==> src/rtl/voxel_traversal_unit_v2_if.sv <==
`default_nettype none
// ============================================================================
// Module      : voxel_traversal_unit_v2_if
// Description : Voxel memory port. The traversal unit is the master: it
//               issues one block-coordinate read and waits for exactly one
//               block-type response per accepted request.
// Revision    : 1.0  initial release
// ============================================================================
interface voxel_traversal_unit_v2_if #(
  parameter int COORD_W = 8,
  parameter int BLOCK_W = 4
);
  logic                 mem_req_valid;
  logic                 mem_req_ready;
  logic [3*COORD_W-1:0] mem_addr;
  logic                 mem_rsp_valid;
  logic [BLOCK_W-1:0]   mem_rsp_data;

  modport master (
    output mem_req_valid,
    output mem_addr,
    input  mem_req_ready,
    input  mem_rsp_valid,
    input  mem_rsp_data
  );

  modport slave (
    input  mem_req_valid,
    input  mem_addr,
    output mem_req_ready,
    output mem_rsp_valid,
    output mem_rsp_data
  );
endinterface
`default_nettype wire

==> src/rtl/voxel_traversal_unit_v2.sv <==
`default_nettype none
// ============================================================================
// Module      : voxel_traversal_unit_v2
// Description : DDA voxel ray caster. Walks one ray through a bounded world,
//               fetching each visited block over a variable-latency memory
//               port, and reports HIT / EXIT / LIMIT with position, entry
//               face, and face-entry distance t.
// Revision    : 1.0  initial release
// ============================================================================
module voxel_traversal_unit_v2 #(
  parameter int W         = 32,
  parameter int F         = 16,
  parameter int COORD_W   = 8,
  parameter int BLOCK_W   = 4,
  parameter int WORLD_X   = 64,
  parameter int WORLD_Y   = 64,
  parameter int WORLD_Z   = 64,
  parameter int MAX_STEPS = 60
) (
  input  wire                       clk_in,
  input  wire                       rst_n_in,
  input  wire                       start_valid,
  output logic                      start_ready,
  input  wire  [3*W-1:0]            ray_origin,
  input  wire  [3*W-1:0]            ray_inv_dir,
  input  wire  [2:0]                ray_dir_neg,
  input  wire                       abort,
  voxel_traversal_unit_v2_if.master mem,
  output logic                      res_valid,
  input  wire                       res_ready,
  output logic [1:0]                res_status,
  output logic [BLOCK_W-1:0]        res_block,
  output logic [3*COORD_W-1:0]      res_pos,
  output logic [1:0]                res_axis,
  output logic                      res_norm_neg,
  output logic [W-1:0]              res_t
);

  localparam int              c_SW        = $clog2(MAX_STEPS + 1);
  localparam logic [W-1:0]    c_SAT       = {1'b0, {(W-1){1'b1}}};
  localparam logic [F:0]      c_ONE       = {1'b1, {F{1'b0}}};
  localparam logic [c_SW-1:0] c_MAX_STEPS = c_SW'(MAX_STEPS);
  localparam logic [1:0]      c_ST_HIT    = 2'd0;
  localparam logic [1:0]      c_ST_EXIT   = 2'd1;
  localparam logic [1:0]      c_ST_LIMIT  = 2'd2;

  typedef enum logic [2:0] {
    S_IDLE, S_SETUP, S_QUERY, S_WAIT, S_STEP, S_DONE, S_DRAIN
  } state_t;

  // Per-axis arrays are indexed 0 = x, 1 = y, 2 = z.
  state_t                    r_state;
  logic signed [COORD_W-1:0] r_pos  [3];
  logic [W-1:0]              r_inv  [3];
  logic [W-1:0]              r_tmax [3];
  logic [F:0]                r_dist [3];
  logic [2:0]                r_neg;
  logic [c_SW-1:0]           r_steps;
  logic                      r_start_ready;
  logic                      r_req_valid;
  logic [3*COORD_W-1:0]      r_addr;
  logic                      r_res_valid;
  logic [1:0]                r_status;
  logic [BLOCK_W-1:0]        r_block;
  logic [1:0]                r_axis;
  logic                      r_norm_neg;
  logic [W-1:0]              r_t;

  logic [F-1:0]              w_frac      [3];
  logic signed [COORD_W-1:0] w_floor     [3];
  logic [F:0]                w_dist_in   [3];
  logic [2*W-1:0]            w_prod      [3];
  logic [W-1:0]              w_tmax_init [3];
  logic [W:0]                w_sum       [3];
  logic [W-1:0]              w_tmax_adv  [3];
  logic signed [COORD_W-1:0] w_next_pos  [3];
  logic [1:0]                w_sel;
  logic                      w_cur_inb;
  logic                      w_next_inb;
  logic                      w_unused;

  // Inside the world means 0..WORLD-1 on every axis, treating coords as signed.
  function automatic logic f_in_world(input logic signed [COORD_W-1:0] x,
                                      input logic signed [COORD_W-1:0] y,
                                      input logic signed [COORD_W-1:0] z);
    return (int'(x) >= 0) && (int'(x) < WORLD_X) &&
           (int'(y) >= 0) && (int'(y) < WORLD_Y) &&
           (int'(z) >= 0) && (int'(z) < WORLD_Z);
  endfunction

  // Ray decode, initial t_max products, saturating t_max advance, axis choice
  always_comb begin
    for (int a = 0; a < 3; a++) begin
      w_frac[a]    = ray_origin[(2-a)*W +: F];
      w_floor[a]   = ray_origin[(2-a)*W + F +: COORD_W];
      w_dist_in[a] = ray_dir_neg[2-a] ? {1'b0, w_frac[a]} : (c_ONE - {1'b0, w_frac[a]});
      w_prod[a]    = {{W{1'b0}}, r_inv[a]} * {{(2*W-F-1){1'b0}}, r_dist[a]};
      // A product with any bit at or above the sign position after >>F saturates.
      if ((r_inv[a] == c_SAT) || (|w_prod[a][2*W-1:W-1+F]))
        w_tmax_init[a] = c_SAT;
      else
        w_tmax_init[a] = w_prod[a][F +: W];
      w_sum[a]      = {1'b0, r_tmax[a]} + {1'b0, r_inv[a]};
      w_tmax_adv[a] = (w_sum[a][W] || w_sum[a][W-1]) ? c_SAT : w_sum[a][W-1:0];
      w_next_pos[a] = r_pos[a];
    end
    if ((r_tmax[0] < r_tmax[1]) && (r_tmax[0] < r_tmax[2]))
      w_sel = 2'd0;
    else if (r_tmax[1] < r_tmax[2])
      w_sel = 2'd1;
    else
      w_sel = 2'd2;
    w_next_pos[w_sel] = r_pos[w_sel] + (r_neg[w_sel] ? {COORD_W{1'b1}} : COORD_W'(1));
    w_cur_inb  = f_in_world(r_pos[0], r_pos[1], r_pos[2]);
    w_next_inb = f_in_world(w_next_pos[0], w_next_pos[1], w_next_pos[2]);
  end

  // Integer bits of the origin above the coordinate field and the fraction
  // bits dropped by the >>F are intentionally discarded.
  assign w_unused = ^{ray_origin, w_prod[0], w_prod[1], w_prod[2]};

  // Traversal state machine; every output comes straight from a register
  always_ff @(posedge clk_in or negedge rst_n_in) begin
    if (!rst_n_in) begin
      r_state       <= S_IDLE;
      for (int a = 0; a < 3; a++) begin
        r_pos[a]  <= '0;
        r_inv[a]  <= '0;
        r_tmax[a] <= '0;
        r_dist[a] <= '0;
      end
      r_neg         <= '0;
      r_steps       <= '0;
      r_start_ready <= 1'b0;
      r_req_valid   <= 1'b0;
      r_addr        <= '0;
      r_res_valid   <= 1'b0;
      r_status      <= '0;
      r_block       <= '0;
      r_axis        <= '0;
      r_norm_neg    <= 1'b0;
      r_t           <= '0;
    end else begin
      case (r_state)
        S_IDLE: begin
          if (start_valid && r_start_ready) begin
            r_start_ready <= 1'b0;
            for (int a = 0; a < 3; a++) begin
              r_pos[a]  <= w_floor[a];
              r_inv[a]  <= ray_inv_dir[(2-a)*W +: W];
              r_dist[a] <= w_dist_in[a];
            end
            r_neg   <= {ray_dir_neg[0], ray_dir_neg[1], ray_dir_neg[2]};
            r_state <= S_SETUP;
          end else begin
            r_start_ready <= 1'b1;
          end
        end

        S_SETUP: begin
          if (abort) begin
            r_start_ready <= 1'b1;
            r_state       <= S_IDLE;
          end else begin
            for (int a = 0; a < 3; a++) r_tmax[a] <= w_tmax_init[a];
            r_steps     <= '0;
            r_axis      <= 2'd0;
            r_t         <= '0;
            r_norm_neg  <= 1'b0;
            r_block     <= '0;
            r_status    <= '0;
            // Request is raised on QUERY entry only if the block is in the world.
            r_req_valid <= w_cur_inb;
            r_addr      <= {r_pos[0], r_pos[1], r_pos[2]};
            r_state     <= S_QUERY;
          end
        end

        S_QUERY: begin
          if (abort) begin
            r_req_valid <= 1'b0;
            if (r_req_valid && mem.mem_req_ready) begin
              r_state <= S_DRAIN;
            end else begin
              r_start_ready <= 1'b1;
              r_state       <= S_IDLE;
            end
          end else if (!r_req_valid) begin
            r_status    <= c_ST_EXIT;
            r_res_valid <= 1'b1;
            r_state     <= S_DONE;
          end else if (mem.mem_req_ready) begin
            r_req_valid <= 1'b0;
            r_state     <= S_WAIT;
          end
        end

        S_WAIT: begin
          if (abort) begin
            // A response landing in the abort cycle closes the transaction.
            if (mem.mem_rsp_valid) begin
              r_start_ready <= 1'b1;
              r_state       <= S_IDLE;
            end else begin
              r_state <= S_DRAIN;
            end
          end else if (mem.mem_rsp_valid) begin
            if (mem.mem_rsp_data != '0) begin
              r_block     <= mem.mem_rsp_data;
              r_status    <= c_ST_HIT;
              r_res_valid <= 1'b1;
              r_state     <= S_DONE;
            end else if (r_steps == c_MAX_STEPS) begin
              r_status    <= c_ST_LIMIT;
              r_res_valid <= 1'b1;
              r_state     <= S_DONE;
            end else begin
              r_state <= S_STEP;
            end
          end
        end

        S_STEP: begin
          if (abort) begin
            r_start_ready <= 1'b1;
            r_state       <= S_IDLE;
          end else begin
            r_t            <= r_tmax[w_sel];
            r_tmax[w_sel]  <= w_tmax_adv[w_sel];
            for (int a = 0; a < 3; a++) r_pos[a] <= w_next_pos[a];
            r_axis         <= w_sel + 2'd1;
            // Stepping toward +axis enters through the face whose normal is -axis.
            r_norm_neg     <= ~r_neg[w_sel];
            r_steps        <= r_steps + c_SW'(1);
            r_req_valid    <= w_next_inb;
            r_addr         <= {w_next_pos[0], w_next_pos[1], w_next_pos[2]};
            r_state        <= S_QUERY;
          end
        end

        S_DONE: begin
          if (res_ready) begin
            r_res_valid   <= 1'b0;
            r_start_ready <= 1'b1;
            r_state       <= S_IDLE;
          end
        end

        S_DRAIN: begin
          if (mem.mem_rsp_valid) begin
            r_start_ready <= 1'b1;
            r_state       <= S_IDLE;
          end
        end

        default: begin
          r_req_valid   <= 1'b0;
          r_res_valid   <= 1'b0;
          r_start_ready <= 1'b0;
          r_state       <= S_IDLE;
        end
      endcase
    end
  end

  assign start_ready       = r_start_ready;
  assign mem.mem_req_valid = r_req_valid;
  assign mem.mem_addr      = r_addr;
  assign res_valid         = r_res_valid;
  assign res_status        = r_status;
  assign res_block         = r_block;
  assign res_pos           = {r_pos[0], r_pos[1], r_pos[2]};
  assign res_axis          = r_axis;
  assign res_norm_neg      = r_norm_neg;
  assign res_t             = r_t;

endmodule
`default_nettype wire

==> src/flat_wrapper.sv <==
// flat-port wrapper written by rule: the top's interface ports become plain ports
module voxel_traversal_unit_v2_flat 
#(
  parameter int W         = 32,
  parameter int F         = 16,
  parameter int COORD_W   = 8,
  parameter int BLOCK_W   = 4,
  parameter int WORLD_X   = 64,
  parameter int WORLD_Y   = 64,
  parameter int WORLD_Z   = 64,
  parameter int MAX_STEPS = 60
)
  (clk_in, rst_n_in, start_valid, start_ready, ray_origin, ray_inv_dir, ray_dir_neg, abort, res_valid, res_ready, res_status, res_block, res_pos, res_axis, res_norm_neg, res_t, mem_mem_req_valid, mem_mem_addr, mem_mem_req_ready, mem_mem_rsp_valid, mem_mem_rsp_data);
  voxel_traversal_unit_v2_if #(.COORD_W(COORD_W), .BLOCK_W(BLOCK_W)) mem_i ();
  input  wire clk_in;
  input  wire rst_n_in;
  input  wire start_valid;
  output logic start_ready;
  input  wire  [3*W-1:0] ray_origin;
  input  wire  [3*W-1:0] ray_inv_dir;
  input  wire  [2:0] ray_dir_neg;
  input  wire abort;
  output logic res_valid;
  input  wire res_ready;
  output logic [1:0] res_status;
  output logic [BLOCK_W-1:0] res_block;
  output logic [3*COORD_W-1:0] res_pos;
  output logic [1:0] res_axis;
  output logic res_norm_neg;
  output logic [W-1:0] res_t;
  output wire logic [$bits(mem_i.mem_req_valid)-1:0] mem_mem_req_valid;
  output wire logic [$bits(mem_i.mem_addr)-1:0] mem_mem_addr;
  input wire logic [$bits(mem_i.mem_req_ready)-1:0] mem_mem_req_ready;
  input wire logic [$bits(mem_i.mem_rsp_valid)-1:0] mem_mem_rsp_valid;
  input wire logic [$bits(mem_i.mem_rsp_data)-1:0] mem_mem_rsp_data;
  assign mem_mem_req_valid = mem_i.mem_req_valid;
  assign mem_mem_addr = mem_i.mem_addr;
  assign mem_i.mem_req_ready = mem_mem_req_ready;
  assign mem_i.mem_rsp_valid = mem_mem_rsp_valid;
  assign mem_i.mem_rsp_data = mem_mem_rsp_data;
  voxel_traversal_unit_v2 #(.W(W), .F(F), .COORD_W(COORD_W), .BLOCK_W(BLOCK_W), .WORLD_X(WORLD_X), .WORLD_Y(WORLD_Y), .WORLD_Z(WORLD_Z), .MAX_STEPS(MAX_STEPS)) u_core (.clk_in(clk_in), .rst_n_in(rst_n_in), .start_valid(start_valid), .start_ready(start_ready), .ray_origin(ray_origin), .ray_inv_dir(ray_inv_dir), .ray_dir_neg(ray_dir_neg), .abort(abort), .mem(mem_i), .res_valid(res_valid), .res_ready(res_ready), .res_status(res_status), .res_block(res_block), .res_pos(res_pos), .res_axis(res_axis), .res_norm_neg(res_norm_neg), .res_t(res_t));
endmodule
==> config.mk <==
export PLATFORM = sky130hd
export DESIGN_NAME = voxel_traversal_unit_v2_flat
export DESIGN_NICKNAME = d
export VERILOG_FILES = /design/src/rtl/voxel_traversal_unit_v2_if.sv /design/src/rtl/voxel_traversal_unit_v2.sv /design/src/flat_wrapper.sv
export SDC_FILE = /design/constraint.sdc
export NUM_CORES = 2
export LEC_CHECK = 0
export CORE_UTILIZATION = 65
export DETAILED_ROUTE_END_ITERATION = 10
export PLACE_DENSITY = 0.83
export SYNTH_ARGS = -nofsm -noshare
export SYNTH_HDL_FRONTEND = slang
export SYNTH_SLANG_ARGS = --single-unit
==> constraint.sdc <==
create_clock -name clk_in -period 9.5 [get_ports clk_in]
set_clock_uncertainty 0.2 [all_clocks]
set_input_delay 0.95 -clock clk_in [delete_from_list [all_inputs] [get_ports clk_in]]
set_output_delay 0.95 -clock clk_in [all_outputs]
set_load 0.02 [all_outputs]
==> Yosys cells after proc, flatten, opt, wreduce, memory -nomap -nowiden <==
Cells that the tools add are included.
Widths: inputs -> output; s select.
{ "totals": {"register_bits": 347, "in_bits": 206, "out_inout_bits": 92, "wordCells": 223} }
{ "classes": {"add_sub_neg": 9, "mul": 3, "n_lt_le_gt_ge": 18, "eq_ne": 27, "mux": 97, "n_bitwise": 4, "n_reduce_logical": 41} }
{ "ops": {"columns": ["op", "count"], "rows": [
  ["$mux 32", 13],
  ["$mux 96", 2],
  ["$pmux 96 s2", 1],
  ["$mul 32x17->49", 3],
  ["$bmux 32 s2", 2],
  ["$add 32x32->33", 3],
  ["$bwmux 96", 1],
  ["$eq 32x31->1 const B", 3],
  ["$lt 32x32->1", 3],
  ["$pmux 24 s2", 2],
  ["$mux 24", 3],
  ["$demux 32 s2", 1],
  ["$pmux 32 s2", 1],
  ["$mux 17", 3],
  ["$sub 17x16->17 const A", 3],
  ["$ge 8x1->1 const B", 6],
  ["$lt 8x8->1 const B", 6],
  ["$mux 3", 11],
  ["$mux 8", 4],
  ["$bwmux 24", 1],
  ["$mux 1", 23],
  ["$mux 2", 11],
  ["$ne 2x2->1 const B", 11],
  ["$pmux 3 s6", 1],
  ["40 further kinds", 81]
]} }

==> Longest topological paths before layout <==
{ "depth": {"depth_word": 17, "ltp_mapped": 27} }

==> Worst setup path after synthesis <==
OpenSTA, ideal clock, no wires.
{ "synth_timing": {"path_kind": "register to register", "startpoint": "reg u_core.r_inv[53] in the netlist's numbering", "endpoint": "reg u_core.r_tmax[37] in the netlist's numbering", "setup_ps": 69, "arrival_ps": 6616, "setup_slack_ps": 2615, "path_stages_with_launch": 26, "period_less_slack_ps": 6885, "path_cell_list": "dfrtp_1 > clkbuf_1 > clkbuf_1 > nand2_1 > fa_1 > inv_1 > fa_1 > inv_1 > fa_1 > inv_1 > fa_1 > fa_1 > inv_1 > fa_1 > inv_1 > ha_1 > nand3_1 > or3_1 > a2111oi_2 > o21ai_0 > a211oi_1 > nor4_1 > o21ai_1 > clkbuf_2 > o21ai_0 > nand3_1"} }
{ "synth_between": {"elab_chain_cells": 9} }
{ "synth_rtl": {"columns": ["item", "line_no", "text"], "rows": [
  ["start, declared", "voxel_traversal_unit_v2.sv:54", "logic [W-1:0] r_inv [3];"],
  ["start signal, assigned by index", "voxel_traversal_unit_v2.sv:150", "r_inv[a] <= ray_inv_dir[(2-a)*W +: W];"],
  ["parallel branches: the longest is 8 deep, another holds $mul 32x17->49", null, null],
  ["$pmux 96 s2 (*)", "voxel_traversal_unit_v2.sv:144", "case (r_state)"],
  ["end signal, assigned by index", "voxel_traversal_unit_v2.sv:229", "r_tmax[w_sel] <= w_tmax_adv[w_sel];"],
  ["end, declared", "voxel_traversal_unit_v2.sv:55", "logic [W-1:0] r_tmax [3];"]
]} }
Mark *: on every way between the ends. The select of a mux whose other input is x is not followed.
A chain may end at the register's enable or synchronous reset.

==> Worst setup path after layout <==
{ "layout_timing": {"startpoint": "reg u_core.r_inv[71] in the netlist's numbering", "endpoint": "reg u_core.r_tmax[91] in the netlist's numbering"} }
Same word-level chain as after synthesis.

==> out/results.tsv <==
stage	metric	value	unit
worst_setup_path	crit_end	u_core.r_tmax[91]	
route	drc	0	
worst_setup_path	crit_path_start_kind	register	
route	wire_per_inst	20.3	um
worst_setup_path	cp_num_cells	25	
route	via_count	62400	
clock_network	htreeDepth	2	
grt	antenna_found_initial	6	
grt	grt_usage	37.8	%
synth	synth_top_area_cell	fa_1	
clock_network	ctsHoldBuffers	0	
synth	synth.most_common_cell	inv_1	
timing	rsz0062_at_grt	no	
synth	synth_nets	11000	
place	numPortBuffers	273	
synth	syn_inst	8897	
die	rows	123	
grt	grt_pass1_wl	347000	um
route	antenna_left	0	
timing	finalCriticalPeriod	8440	ps
timing	period_share	88.8	%
worst_setup_path	crit_fanout	20	
timing	max_freq	0.119	GHz
timing	tightest_slew	1530	ps
synth	postSynthAreaPerCell	8.35	sq um
route	via_per_inst	5.99	
synth	synth_top_area_share	36.2	%
cells_and_area	utilization	70.6	%
route	dr.first_iter.drc_count	5075	
die	fp.dieW	340	um
worst_setup_path	critPathSlowestCell	dfrtp_1	
hold_path	min_path_type	in -> async	
timing	setup_tns	0	ps
run_status	violations	capacitance limit, slew limit	
worst_setup_path	worstReg2RegEnd	u_core.r_tmax[91]	
timing	whs	133	ps
worst_setup_path	crit_required	9780	ps
cells_and_area	drive_gt1_share	3.26	%
flow_run	max-cap-violations	1	
die	start_util	65.8	%
clock_network	cts_buffer_depth	3	
timing	hold_viol	0	
run_status	status	complete, but fails checks	
worst_setup_path	crit_type	reg -> reg	
timing	relSlewSlack	-2.23	%
worst_setup_path	endpoint_kind	register	
die	die_h	340	um
clock_network	path_clk_slew	60	ps
clock_network	cts.sinks	347	
synth	synth-seq-cells	347	
die	io_pins	298	
worst_setup_path	critPathMaxStageDelay	1060	ps
synth	yosys_warnings	0	
worst_setup_path	r2r_slack	1060	ps
synth	ys_top_cells_by_area	fa_1, dfrtp_1, ha_1	
place	gp_congestion	0.977	
synth	synthFlopType	dfrtp_1	
timing	setup_viol	0	
timing	slew_violations	12	
worst_setup_path	worst-path-buf-inv	6	
clock_network	cts_tree	done	
synth	async_reset_ff_share	100	%
cells_and_area	fillers	8627	
place	detailed_place_hpwl	163000	um
die	core	113000	sq um
cells_and_area	syn_to_final_growth	7.42	%
grt	grt_pass1_vias	66800	
synth	ys_top_cells_by_count	inv_1, nand2_1, fa_1	
grt	grt_max_degree	212	
cells_and_area	final_nets	11000	
worst_setup_path	reg2reg_depth	25	
synth	synth_edf_count	0	
worst_setup_path	startpoint	u_core.r_inv[71]	
synth	synth_cell_types	99	
route	wirelength	211000	um
worst_setup_path	critPathTopFamily	adder cells	
clock_network	cts_setup_buffers	0	
clock_network	clock-root-buffer	clkbuf_16	
clock_network	cts_buffers	46	
worst_setup_path	timing.rr.start	u_core.r_inv[71]	
clock_network	post_cts_resized	0	
synth	syn_area	74300	sq um
grt	gr-total-overflow	0	
clock_network	clk_latency	660	ps
route	drtPass1Iterations	8	
synth	ys_seq_area_share	11.7	%
worst_setup_path	path_common_cell	fa_1	
die	dieArea	116000	sq um
worst_setup_path	critPathArrivalTime	8720	ps
cell usage in the layout, fill, tap and decap left out, types with 13 or more instances in the layout:
cell,n
a21oi_1,318
nand3_1,115
nand2_1,1704
a21o_1,121
clkdlybuf4s50_1,272
nand2b_1,31
nand4_1,66
a31oi_1,29
clkinv_2,13
fa_1,1345
inv_1,1745
xnor2_1,151
a22oi_1,25
xor2_1,70
o21a_1,36
buf_4,146
ha_1,563
or3_1,21
dfrtp_1,347
a211oi_1,37
o21bai_1,28
nor2_1,271
and3_1,33
o22ai_1,13
and2_1,576
nor4_1,16
mux2i_1,24
a221oi_1,15
nor2b_1,30
nor3_1,46
clkbuf_16,46
o21ai_1,16
o211ai_1,28
o31ai_1,14
o21ai_0,386
cell families after synthesis:
| logic type | Yosys count | share of synthesized area [%] |
|---|---|---|
| AND/OR/NAND/NOR | 2968 | 18.2 |
| buffers and inverters | 2223 | 11.3 |
| adder cells (fa/ha/maj) | 1909 | 45.7 |
| AO/OA/AOI/OAI | 1199 | 10.1 |
| flip-flops | 347 | 11.7 |
| XOR/XNOR | 221 | 2.61 |
| multiplexers | 30 | 0.418 |
registers in the layout, indices dropped and copies added (netlist names):
register,flops
u_core.res_status,2
u_core.res_pos,24
u_core.res_valid,1
u_core.res_axis,2
u_core.mem.mem_req_valid,1
u_core.res_t,32
u_core.r_dist,51
u_core.start_ready,1
u_core.r_tmax,96
u_core.r_state,3
u_core.res_block,4
u_core.mem.mem_addr,24
u_core.r_neg,3
u_core.r_inv,96
u_core.r_steps,6
u_core.res_norm_neg,1
cell type report:
cell class | count | area, sq um | share of cell area [%]
sequential | 347 | 8680 | 10.9
clock buffer | 55 | 1230 | 1.55
tap | 1500 | 1880 | 2.35
timing repair buffer | 420 | 3850 | 4.83
clock inverter | 29 | 315 | 0.395
antenna | 1 | 2.50 | 0.00314
multi-input combinational | 6327 | 57300 | 71.8
inverter | 1745 | 6550 | 8.21
per-stage QoR:
step                      area [sq um]  std cells  worst slack (ps)
after floorplan                  74300       8897              2620
after global placement           78200      10300              1430
after detailed placement         78200      10300              1280
after CTS                        79800      10400              1220
after global routing             79800      10400               740
final                            79800      10400              1060
per-layer routing:
metal	routed length [um]	up-vias	track usage, %
met5	51	-	0
met4	12100	8	18.9
met3	22000	880	7.40
met2	99000	3319	62.3
met1	78100	30900	47.7
li1	-	27300	-
worst min path at each step:
stage,to,slack (ps),from
2_1_floorplan,u_core.r_neg[1],240,u_core.r_neg[1]
3_5_place_dp,u_core.res_status[1],270,u_core.res_status[1]
4_1_cts,u_core.r_state[1],150,rst_n_in
3_3_place_gp,u_core.r_neg[2],260,u_core.r_neg[2]
5_1_grt,u_core.res_valid,210,rst_n_in
6_report,u_core.res_valid,130,rst_n_in
Power is left out: the tool's default activity adds up to more than one toggle a clock period on the data nets, which glitch-free logic cannot reach.
